$ cat src/rtl/alarm_zone_if.sv
// ---------------------------------------------------------------------------
// alarm_zone_if
// Bundles the keypad status, sensor/bypass inputs and the status/siren
// outputs of the alarm zone controller.
//   master : drives KEY_STATUS, SENSOR_IN, ZONE_BYPASS (and TAMPER_IN);
//            observes SIREN_OUT, STATE, ARMED_OUT, ZONE_LATCH
//   slave  : the controller side (mirror of master)
// Optional macro TAMPER_EN adds the TAMPER_IN signal.
// ---------------------------------------------------------------------------
interface alarm_zone_if #(
   parameter int N_ZONES = 4
);
   logic [1:0]         KEY_STATUS;
   logic [N_ZONES-1:0] SENSOR_IN;
   logic [N_ZONES-1:0] ZONE_BYPASS;
`ifdef TAMPER_EN
   logic               TAMPER_IN;
`endif
   logic               SIREN_OUT;
   logic [2:0]         STATE;
   logic               ARMED_OUT;
   logic [N_ZONES-1:0] ZONE_LATCH;

`ifdef TAMPER_EN
   modport master (output KEY_STATUS, SENSOR_IN, ZONE_BYPASS, TAMPER_IN,
                   input  SIREN_OUT, STATE, ARMED_OUT, ZONE_LATCH);
   modport slave  (input  KEY_STATUS, SENSOR_IN, ZONE_BYPASS, TAMPER_IN,
                   output SIREN_OUT, STATE, ARMED_OUT, ZONE_LATCH);
`else
   modport master (output KEY_STATUS, SENSOR_IN, ZONE_BYPASS,
                   input  SIREN_OUT, STATE, ARMED_OUT, ZONE_LATCH);
   modport slave  (input  KEY_STATUS, SENSOR_IN, ZONE_BYPASS,
                   output SIREN_OUT, STATE, ARMED_OUT, ZONE_LATCH);
`endif
endinterface

$ cat src/rtl/alarm_zone_controller.sv
// ---------------------------------------------------------------------------
// alarm_zone_controller
// Main alarm FSM: N sensor zones (instant or delayed), exit delay, entry
// delay, siren timeout and keypad error lockout.
// Ports:
//   SERCLK_OUT  in   clock
//   RESET_IN    in   asynchronous, active-high reset
//   bus         alarm_zone_if.slave
//      KEY_STATUS  in   0=OK, 2=ERROR, 3=NO_KEY (1 treated as NO_KEY)
//      SENSOR_IN   in   raw zone inputs, asynchronous, active-high
//      ZONE_BYPASS in   zones ignored, captured when arming
//      TAMPER_IN   in   only with TAMPER_EN: forces ALARM, blocks OK
//      SIREN_OUT   out  registered, high only in ALARM
//      STATE       out  0 DISARMED,1 EXIT_DELAY,2 ARMED,3 ENTRY_DELAY,
//                       4 ALARM,5 SILENCED
//      ARMED_OUT   out  registered, high in every state except DISARMED
//      ZONE_LATCH  out  zones tripped since last arming
// Optional feature macro: TAMPER_EN
// ---------------------------------------------------------------------------
module alarm_zone_controller #(
   parameter int                 N_ZONES       = 4,
   parameter logic [N_ZONES-1:0] DELAYED_ZONES = N_ZONES'(4'b0010),
   parameter int                 EXIT_TICKS    = 50000,
   parameter int                 ENTRY_TICKS   = 50000,
   parameter int                 SIREN_TICKS   = 300000,
   parameter int                 CNT_W         = 20,
   parameter int                 MAX_KEY_ERR   = 3
) (
   input  logic        SERCLK_OUT,
   input  logic        RESET_IN,
   alarm_zone_if.slave bus
);

   typedef enum logic [2:0] {
      ST_DISARMED = 3'd0,
      ST_EXIT     = 3'd1,
      ST_ARMED    = 3'd2,
      ST_ENTRY    = 3'd3,
      ST_ALARM    = 3'd4,
      ST_SILENCED = 3'd5
   } state_t;

   localparam logic [1:0] KEY_OK   = 2'b00;
   localparam logic [1:0] KEY_ERR  = 2'b10;
   localparam logic [1:0] KEY_NONE = 2'b11;

   state_t             state_q,    state_d;
   logic [CNT_W-1:0]   timer_q,    timer_d;
   logic [2:0]         err_cnt_q,  err_cnt_d;
   logic [N_ZONES-1:0] bypass_q,   bypass_d;
   logic [N_ZONES-1:0] latch_q,    latch_d;
   logic [N_ZONES-1:0] sync1_q,    sync1_d;
   logic [N_ZONES-1:0] sync2_q,    sync2_d;
   logic [1:0]         key_prev_q, key_prev_d;
   logic               first_q,    first_d;
   logic               siren_q,    siren_d;
   logic               armed_q,    armed_d;
`ifdef TAMPER_EN
   logic               tamp1_q,    tamp1_d;
   logic               tamp2_q,    tamp2_d;
`endif

   logic [1:0]         key_cur_s;
   logic               tamper_s;
   logic               ok_ev_s;
   logic               err_ev_s;
   logic               lockout_s;
   logic               expired_s;
   logic [2:0]         err_next_s;
   logic [N_ZONES-1:0] active_s;
   logic [N_ZONES-1:0] instant_s;
   logic [N_ZONES-1:0] delayed_s;

   // Reload value of the state timer for the state being entered.
   function automatic logic [CNT_W-1:0] load_value(input state_t st);
      case (st)
         ST_EXIT:  load_value = CNT_W'(EXIT_TICKS - 1);
         ST_ENTRY: load_value = CNT_W'(ENTRY_TICKS - 1);
         ST_ALARM: load_value = CNT_W'(SIREN_TICKS - 1);
         default:  load_value = {CNT_W{1'b0}};
      endcase
   endfunction

   // Key edge detection, zone qualification and next-state decision.
   always_comb begin
      key_cur_s  = (bus.KEY_STATUS == 2'b01) ? KEY_NONE : bus.KEY_STATUS;
`ifdef TAMPER_EN
      tamper_s   = tamp2_q;
      tamp1_d    = bus.TAMPER_IN;
      tamp2_d    = tamp1_q;
`else
      tamper_s   = 1'b0;
`endif
      // A tamper condition masks OK so an active tamper cannot be disarmed.
      ok_ev_s    = ~first_q & (key_cur_s == KEY_OK) & (key_prev_q != KEY_OK) & ~tamper_s;
      err_ev_s   = ~first_q & (key_cur_s == KEY_ERR) & (key_prev_q != KEY_ERR);
      err_next_s = err_cnt_q + 3'd1;
      lockout_s  = err_ev_s & ((state_q == ST_ARMED) | (state_q == ST_ENTRY)) &
                   (err_next_s == 3'(MAX_KEY_ERR));
      expired_s  = (timer_q == {CNT_W{1'b0}});
      active_s   = sync2_q & ~bypass_q;
      instant_s  = active_s & ~DELAYED_ZONES;
      delayed_s  = active_s & DELAYED_ZONES;

      sync1_d    = bus.SENSOR_IN;
      sync2_d    = sync1_q;
      key_prev_d = key_cur_s;
      first_d    = 1'b0;
      state_d    = state_q;
      bypass_d   = bypass_q;

      if (state_q inside {ST_ARMED, ST_ENTRY, ST_ALARM, ST_SILENCED}) begin
         latch_d = latch_q | active_s;
      end else begin
         latch_d = latch_q;
      end

      if (ok_ev_s) begin
         err_cnt_d = 3'd0;
      end else if (err_ev_s && ((state_q == ST_ARMED) || (state_q == ST_ENTRY))) begin
         err_cnt_d = lockout_s ? 3'd0 : err_next_s;
      end else begin
         err_cnt_d = err_cnt_q;
      end

      // Priority: OK > tamper > instant zone > lockout > expiry > delayed zone.
      if (ok_ev_s) begin
         if (state_q == ST_DISARMED) begin
            state_d  = ST_EXIT;
            bypass_d = bus.ZONE_BYPASS;
            latch_d  = {N_ZONES{1'b0}};
         end else begin
            state_d  = ST_DISARMED;
         end
      end else if (tamper_s) begin
         state_d = ST_ALARM;
      end else begin
         case (state_q)
            ST_DISARMED: state_d = ST_DISARMED;
            ST_EXIT:     state_d = expired_s ? ST_ARMED : ST_EXIT;
            ST_ARMED: begin
               if (|instant_s)      state_d = ST_ALARM;
               else if (lockout_s)  state_d = ST_ALARM;
               else if (|delayed_s) state_d = ST_ENTRY;
               else                 state_d = ST_ARMED;
            end
            ST_ENTRY: begin
               if (|instant_s)      state_d = ST_ALARM;
               else if (lockout_s)  state_d = ST_ALARM;
               else if (expired_s)  state_d = ST_ALARM;
               else                 state_d = ST_ENTRY;
            end
            ST_ALARM:    state_d = expired_s ? ST_SILENCED : ST_ALARM;
            // Only a zone that has not yet tripped this arming re-sounds the siren.
            ST_SILENCED: state_d = (|(active_s & ~latch_q)) ? ST_ALARM : ST_SILENCED;
            default:     state_d = ST_DISARMED;
         endcase
      end

      // Any state change reloads the timer, so SILENCED->ALARM restarts the siren period.
      if (state_d != state_q) begin
         timer_d = load_value(state_d);
      end else if (!expired_s) begin
         timer_d = timer_q - CNT_W'(1);
      end else begin
         timer_d = timer_q;
      end

      siren_d = (state_d == ST_ALARM);
      armed_d = (state_d != ST_DISARMED);
   end

   // State, timer, latches and output registers with asynchronous reset.
   always_ff @(posedge SERCLK_OUT or posedge RESET_IN) begin
      if (RESET_IN) begin
         state_q    <= ST_DISARMED;
         timer_q    <= {CNT_W{1'b0}};
         err_cnt_q  <= 3'd0;
         bypass_q   <= {N_ZONES{1'b0}};
         latch_q    <= {N_ZONES{1'b0}};
         sync1_q    <= {N_ZONES{1'b0}};
         sync2_q    <= {N_ZONES{1'b0}};
         key_prev_q <= KEY_NONE;
         first_q    <= 1'b1;
         siren_q    <= 1'b0;
         armed_q    <= 1'b0;
`ifdef TAMPER_EN
         tamp1_q    <= 1'b0;
         tamp2_q    <= 1'b0;
`endif
      end else begin
         state_q    <= state_d;
         timer_q    <= timer_d;
         err_cnt_q  <= err_cnt_d;
         bypass_q   <= bypass_d;
         latch_q    <= latch_d;
         sync1_q    <= sync1_d;
         sync2_q    <= sync2_d;
         key_prev_q <= key_prev_d;
         first_q    <= first_d;
         siren_q    <= siren_d;
         armed_q    <= armed_d;
`ifdef TAMPER_EN
         tamp1_q    <= tamp1_d;
         tamp2_q    <= tamp2_d;
`endif
      end
   end

   assign bus.STATE      = state_q;
   assign bus.SIREN_OUT  = siren_q;
   assign bus.ARMED_OUT  = armed_q;
   assign bus.ZONE_LATCH = latch_q;

endmodule

$ cat src/flat_wrapper.sv
// flat-port wrapper written by rule: the top's interface ports become plain ports
module alarm_zone_controller_flat 
#(
   parameter int                 N_ZONES       = 4,
   parameter logic [N_ZONES-1:0] DELAYED_ZONES = N_ZONES'(4'b0010),
   parameter int                 EXIT_TICKS    = 50000,
   parameter int                 ENTRY_TICKS   = 50000,
   parameter int                 SIREN_TICKS   = 300000,
   parameter int                 CNT_W         = 20,
   parameter int                 MAX_KEY_ERR   = 3
)
  (SERCLK_OUT, RESET_IN, bus_KEY_STATUS, bus_SENSOR_IN, bus_ZONE_BYPASS, bus_SIREN_OUT, bus_STATE, bus_ARMED_OUT, bus_ZONE_LATCH);
  alarm_zone_if #(.N_ZONES(N_ZONES)) bus_i ();
  input  logic SERCLK_OUT;
  input  logic RESET_IN;
  input wire logic [$bits(bus_i.KEY_STATUS)-1:0] bus_KEY_STATUS;
  input wire logic [$bits(bus_i.SENSOR_IN)-1:0] bus_SENSOR_IN;
  input wire logic [$bits(bus_i.ZONE_BYPASS)-1:0] bus_ZONE_BYPASS;
  output wire logic [$bits(bus_i.SIREN_OUT)-1:0] bus_SIREN_OUT;
  output wire logic [$bits(bus_i.STATE)-1:0] bus_STATE;
  output wire logic [$bits(bus_i.ARMED_OUT)-1:0] bus_ARMED_OUT;
  output wire logic [$bits(bus_i.ZONE_LATCH)-1:0] bus_ZONE_LATCH;
  assign bus_i.KEY_STATUS = bus_KEY_STATUS;
  assign bus_i.SENSOR_IN = bus_SENSOR_IN;
  assign bus_i.ZONE_BYPASS = bus_ZONE_BYPASS;
  assign bus_SIREN_OUT = bus_i.SIREN_OUT;
  assign bus_STATE = bus_i.STATE;
  assign bus_ARMED_OUT = bus_i.ARMED_OUT;
  assign bus_ZONE_LATCH = bus_i.ZONE_LATCH;
  alarm_zone_controller #(.N_ZONES(N_ZONES), .DELAYED_ZONES(DELAYED_ZONES), .EXIT_TICKS(EXIT_TICKS), .ENTRY_TICKS(ENTRY_TICKS), .SIREN_TICKS(SIREN_TICKS), .CNT_W(CNT_W), .MAX_KEY_ERR(MAX_KEY_ERR)) u_core (.SERCLK_OUT(SERCLK_OUT), .RESET_IN(RESET_IN), .bus(bus_i));
endmodule
$ cat config.mk
export PLATFORM = sky130hd
export DESIGN_NAME = alarm_zone_controller_flat
export DESIGN_NICKNAME = d
export VERILOG_FILES = /design/src/rtl/alarm_zone_if.sv /design/src/rtl/alarm_zone_controller.sv /design/src/flat_wrapper.sv
export SDC_FILE = /design/constraint.sdc
export NUM_CORES = 1
export LEC_CHECK = 0
export ABC_CLOCK_PERIOD_IN_PS = 2800
export CORE_AREA = 2 2 71 73
export CTS_BUF_LIST = sky130_fd_sc_hd__clkbuf_16
export DETAILED_ROUTE_END_ITERATION = 7
export DIE_AREA = 0 0 73 75
export GPL_TIMING_DRIVEN = 0
export PLACE_DENSITY = 0.83
export SETUP_SLACK_MARGIN = 0.05
export SLEW_MARGIN = 15
export SYNTH_ARGS = -nofsm -noshare
export SYNTH_HDL_FRONTEND = slang
export SYNTH_SLANG_ARGS = --single-unit
$ cat constraint.sdc
create_clock -name SERCLK_OUT -period 2.8 [get_ports SERCLK_OUT]
set_clock_uncertainty 0.1 [all_clocks]
set_input_delay 0.28 -clock SERCLK_OUT [delete_from_list [all_inputs] [get_ports SERCLK_OUT]]
set_output_delay 0.28 -clock SERCLK_OUT [all_outputs]
set_load 0.1 [all_outputs]
==> results_dict.tcl, run 1 <==
set metrics [dict create \
    vias_per_cell 5.67 \
    timing.rr.start "u_core.timer_q[10]" \
    tightestPinTransition_ns 0.966 \
    drv_cap 0 \
    fmax_ghz 0.346 \
    cp-end-kind "flop" \
    ant_nets 0 \
    grt_pass1_vias 1759 \
    wl_per_cell_um 15.2 \
    drive_gt1_share_pct 22.3 \
    grt_first_pass_wirelength_mm 8.03 \
    finalHoldViolations 0 \
    chipWidth_um 73 \
    switching_share_pct 32.2 \
    synth_common_cells "dfrtp_1, nor2_1, xnor2_1" \
    fin_cells 314 \
    outcome "complete, but fails checks" \
    r2r_slack_ns -0.09 \
    cts_tree "built" \
    cts-htree-levels 2 \
    avgSynthCellArea_um2 10.5 \
    fin_crit_sh_pct 103 \
    die_h_um 75 \
    cts_root_buf "clkbuf_16" \
    synth_top_area_share_pct 46.9 \
    hold_path.class "input pin to asynchronous set/reset pin" \
    vias 1781 \
    yosysTopAreaCell "dfrtp_1" \
    p_sw_uw 765 \
    holdWs_ns 0.246 \
    clk_latency_ns 0.29 \
    finalWeightedCongestion 0.848 \
    cp.arrival_ns 2.98 \
    synth_top_flop_cell "dfrtp_1" \
    synth_nets 238 \
    cts_buffers 5 \
    synth.distinct_cells 50 \
    ys_seq_elements 47 \
    initial_core_util_pct 50.4 \
    ys.warnings.count 0 \
    rsz0062_at_grt "true" \
    antenna_found_initial 0 \
    synth_edf_count 0 \
    violations "negative setup slack" \
    design.die.area_um2 5480 \
    synth.area.top_cells "dfrtp_1, xnor2_1, nor2_1" \
    async_flop_share_pct 100 \
    setup_viol 20 \
    comb_power_share_pct 31.8 \
    dp_hpwl_mm 3.02 \
    dpl_worst_slack_ns -0.423 \
    r2r-end "u_core.timer_q[9]" \
    crit_fanout 8 \
    area_delta_synth_final_pct 27.6 \
    syn_inst 223 \
    irDropWorstVdd_mv 0.371 \
    grt.total_usage_pct 19.2 \
    cp.required_ns 2.89 \
    synth.cell_area_um2 2350 \
    power_density_nw_per_um2 793 \
    cts_hold_repair.buffers 0 \
    reg2reg_depth 7 \
    cp-start-kind "flop" \
    p_clk_share_pct 28.9 \
    finalWirelength_mm 4.78 \
    setup_ws_ns -0.0884 \
    seqPwrFrac_pct 39.4 \
    core-area_um2 4660 \
    clockBufferDepth 2 \
    slew_headroom_pct 35.4 \
    intPower_mw 1.61 \
    layout_min_cycle_time_ns 2.89 \
    p_leak_nw 1.23 \
    diodes 0 \
    criticalPathCategory "flop to flop" \
    cts_sinks 47 \
    grt-ovfl-total 0 \
    nets 274 \
    synth-seq-area-share_pct 50.3 \
    grt_start_max_net_pins 25 \
    drt-initial-drc-count 164 \
    num_io_pins 21 \
    dr.pass1.iters 4 \
    drv_slew 0 \
    num_rows 25 \
    clkTransAtPathRegs_ns 0.07 \
    synth_most_common_cell "dfrtp_1" \
    placed_cells 298 \
    portBuffers 20 \
    drc_errors 0 \
    power_mw 2.38 \
]
[per-stage QoR]
stage | utilization [%] | area (µm²) | setup TNS (ns)
floorplan | - | 2360 | 0
global route | 64.2 | 2990 | -3.28
global placement | 56.5 | 2630 | -6.38
CTS | 63.5 | 2960 | -1.05
detailed placement | 57.1 | 2660 | -7.33
finish | 64.2 | 2990 | -1.22
[how the worst max path moves through the flow]
| stage | start | end | slack, ns |
|---|---|---|---|
| final | u_core.timer_q[10] | u_core.timer_q[9] | -0.09 |
| after global routing | u_core.timer_q[0] | u_core.timer_q[8] | -0.20 |
| after CTS | u_core.timer_q[10] | u_core.timer_q[9] | -0.09 |
| after detailed placement | u_core.timer_q[0] | u_core.timer_q[12] | -0.42 |
| after global placement | u_core.timer_q[0] | u_core.timer_q[12] | -0.41 |
| after floorplan | u_core.timer_q[10] | u_core.timer_q[15] | 0.02 |
[cell families (layout without fill, tap and decap cells)]
logic type / after synthesis / after routing / share of synthesized area, %
AOI/OAI and AO/OA: 42 / 42 / 14.1
xor gates and xnor gates: 20 / 20 / 7.46
adders and majority gates: 3 / 3 / 1.60
buffers and inverters: 19 / 56 / 3.41
DFF: 47 / 47 / 50.3
muxes: 5 / 5 / 2.29
other: 1 / 1 / 0.160
and+or+nand+nor: 86 / 86 / 20.7
[worst max-delay path, cell delays in order (launching register included)]
cell and delay (ns):
dfrtp_1 0.39, or4_4 0.54, or4b_4 0.59, or3_4 0.38
a221oi_4 0.33, buf_6 0.16, o221ai_4 0.17, o31ai_1 0.12
[final cells by class]
class	count	area, µm²
clock buffer	5	125
clock inverter	3	46.3
fill	347	1670
tap	54	67.6
multi-input combinational	157	1160
sequential	47	1190
timing repair buffer	29	313
buffer	8	56.3
inverter	11	41.3
[state kept, by name (all words and copies together), names as in the netlist, 2 cells and up]
register and flops:
u_core.err_cnt_q 3, u_core.sync1_q 4, u_core.key_prev_q 2, u_core.bypass_q 4, u_core.sync2_q 4, u_core.timer_q 20, u_core.bus.STATE 3, u_core.bus.ZONE_LATCH 4
[placed cells by master, fill, tap and decap left out, types with 4 or more instances in the layout]
cell              n
a211oi_1          4
a21oi_1           8
buf_4             6
clkbuf_1          5
clkbuf_16         6
clkdlybuf4s50_1  20
dfrtp_1          38
dfrtp_2           6
inv_1            10
nand2_1           8
nor2_1           29
nor2b_1           4
nor3_1            6
nor3b_1           4
nor4_1            5
o21ai_2           4
o31ai_1          10
xnor2_1          13
xor2_1            7
[power by group through the flow]
stage                     clock (mW)  sequential [mW]  combinational (mW)
after global routing           0.724            0.953               0.829
after floorplan                    0            0.937               0.513
after CTS                      0.694            0.930               0.737
final                          0.686            0.936               0.754
after detailed placement           0            0.942               0.643
after global placement             0            0.937               0.618
[per-layer routing]
layer | GRT usage (%) | up-vias | routed length [µm]
met5 | 0 | - | 0
met4 | 9.88 | 0 | 136
met3 | 3.88 | 14 | 256
met2 | 30.7 | 55 | 2290
met1 | 25.0 | 855 | 2100
li1 | - | 857 | -
[repair_timing]
item	CTS	global route
pin swaps	8	4
gates cloned	0	1
resized for setup	16	3
setup endpoints to repair	21	22
setup buffers	7	0
endpoints found under the hold margin	0	0
(Power assumes the default switching activity.)
==> run 2, diff against run 1 <==
Settings changed: GPL_TIMING_DRIVEN 0 to 1.
==> results_dict.tcl, run 2 (same netlist as run 1, synthesis figures left out) <==
set metrics [dict create \
    setup_ws_ns 0.0442 \
    hold_path.class "input pin to asynchronous set/reset pin" \
    fmax_ghz 0.363 \
    max_stage_delay_ns 0.54 \
    dr.pass1.iters 4 \
    dpl_worst_slack_ns -0.0522 \
    finalHoldViolations 0 \
    cp_top_family "simple AND/OR/NAND/NOR gates" \
    fin_util_pct 63.7 \
    cts-htree-levels 2 \
    path_buf_inv 1 \
    portBuffers 20 \
    drive_gt1_share_pct 30.1 \
    grt_first_pass_wirelength_mm 8.47 \
    irDropWorstVdd_mv 0.343 \
    design.die.area_um2 5480 \
    drv_slew 0 \
    largest_reg_flops 20 \
    rsz0062_at_grt "true" \
    fin_cells 323 \
    power_mw 2.37 \
    top_register "u_core.timer_q" \
    cts_sinks 47 \
    cts_tree "built" \
    reg2reg_depth 8 \
    outcome "finished, final reports clean" \
    area_delta_synth_final_pct 26.4 \
    dp_hpwl_mm 3.39 \
    drc_errors 0 \
    grt_start_max_net_pins 21 \
    clkTransAtPathRegs_ns 0.06 \
    vias_per_cell 5.53 \
    setup_tns_ns 0 \
    clk_latency_ns 0.29 \
    grt.total_usage_pct 20.2 \
    cts_buffers 5 \
    drt-initial-drc-count 159 \
    grt-ovfl-total 0 \
    final_cell_mix "dfrtp_1, buf_4, nor2_1" \
    cp-start-kind "flop" \
    wl_per_cell_um 14.7 \
    setup_viol 0 \
    initial_core_util_pct 50.4 \
    num_io_pins 21 \
    nets 283 \
    placed_cells 313 \
    layout_min_cycle_time_ns 2.76 \
    crit_slowest_cell "or4b_4" \
    fin_crit_sh_pct 98.4 \
    cts_root_buf "clkbuf_16" \
    cp.arrival_ns 2.82 \
    criticalPathCategory "flop to flop" \
    crit_fanout 4 \
    cts_hold_repair.buffers 0 \
    core-area_um2 4660 \
    slew_headroom_pct 65.1 \
    ant_nets 0 \
    vias 1786 \
    holdWs_ns 0.167 \
    dpl_cell_area_um2 2750 \
    crit_path_cell_trace "or4_4 -> or4b_4 -> or3_4 -> a221oi_4 -> buf_6 -> a211oi_1 -> o21ai_1 -> o31ai_1" \
    cp-end-kind "flop" \
    clockBufferDepth 2 \
    p_leak_nw 1.30 \
    finalWirelength_mm 4.76 \
    final_common_cell "dfrtp_1" \
    tightestPinTransition_ns 0.518 \
    power_density_nw_per_um2 797 \
    final_area_um2 2970 \
    diodes 0 \
    drv_cap 0 \
    finalWeightedCongestion 0.860 \
    chipWidth_um 73 \
    r2r_slack_ns 0.04 \
    cp.required_ns 2.86 \
    grt_pass1_vias 1823 \
    antenna_found_initial 0 \
    num_rows 25 \
    path_depth 8 \
    die_h_um 75 \
]
run 2: changes by cell type in the layout (fill, tap and decap cells not counted), sizes merged:
cell	delta
buf	+24
clkbuf	-6
clkinv	+2
inv	-1
clkdlybuf4s50	-9
clkinvlp	-1
run 2: where the power goes:
part | internal, mW | switching [mW]
clock network | 0.421 | 0.255
registers | 0.815 | 0.113
logic | 0.385 | 0.377
run 2: timing repair:
item | in CTS | in global routing
pin swaps | 3 | 0
buffers inserted | 2 | 0
gates resized for setup | 6 | 3
endpoints found under the hold margin | 0 | 0
endpoints found under the setup margin | 20 | 20
run 2: worst paths after layout:
| kind | from | to |
|---|---|---|
| worst max-delay path | u_core.timer_q[11] | u_core.timer_q[14] |
| worst min-delay path | RESET_IN | u_core.timer_q[13] |
| worst max register to register | u_core.timer_q[11] | u_core.timer_q[14] |
| worst min register to register | u_core.sync1_q[1] | u_core.sync2_q[1] |
| max in group asynchronous | RESET_IN | u_core.key_prev_q[1] |
| min in group SERCLK_OUT | u_core.sync1_q[1] | u_core.sync2_q[1] |
run 2: metal layers:
layer	routed length, µm	vias to the layer above	GRT usage, %
met5	0	-	0
met4	120	0	8.64
met3	151	11	4.28
met2	2280	39	32.4
met1	2210	864	26.6
li1	-	872	-
run 2: area by class of cell:
class                   count  area, µm²
inverters                  11       41.3
clock buffers               5        125
fillers                   345       1690
repair buffers             46        380
clock inverters             3       43.8
flip-flops and latches     47       1190
well taps                  54       67.6
multi-input cells         157       1120
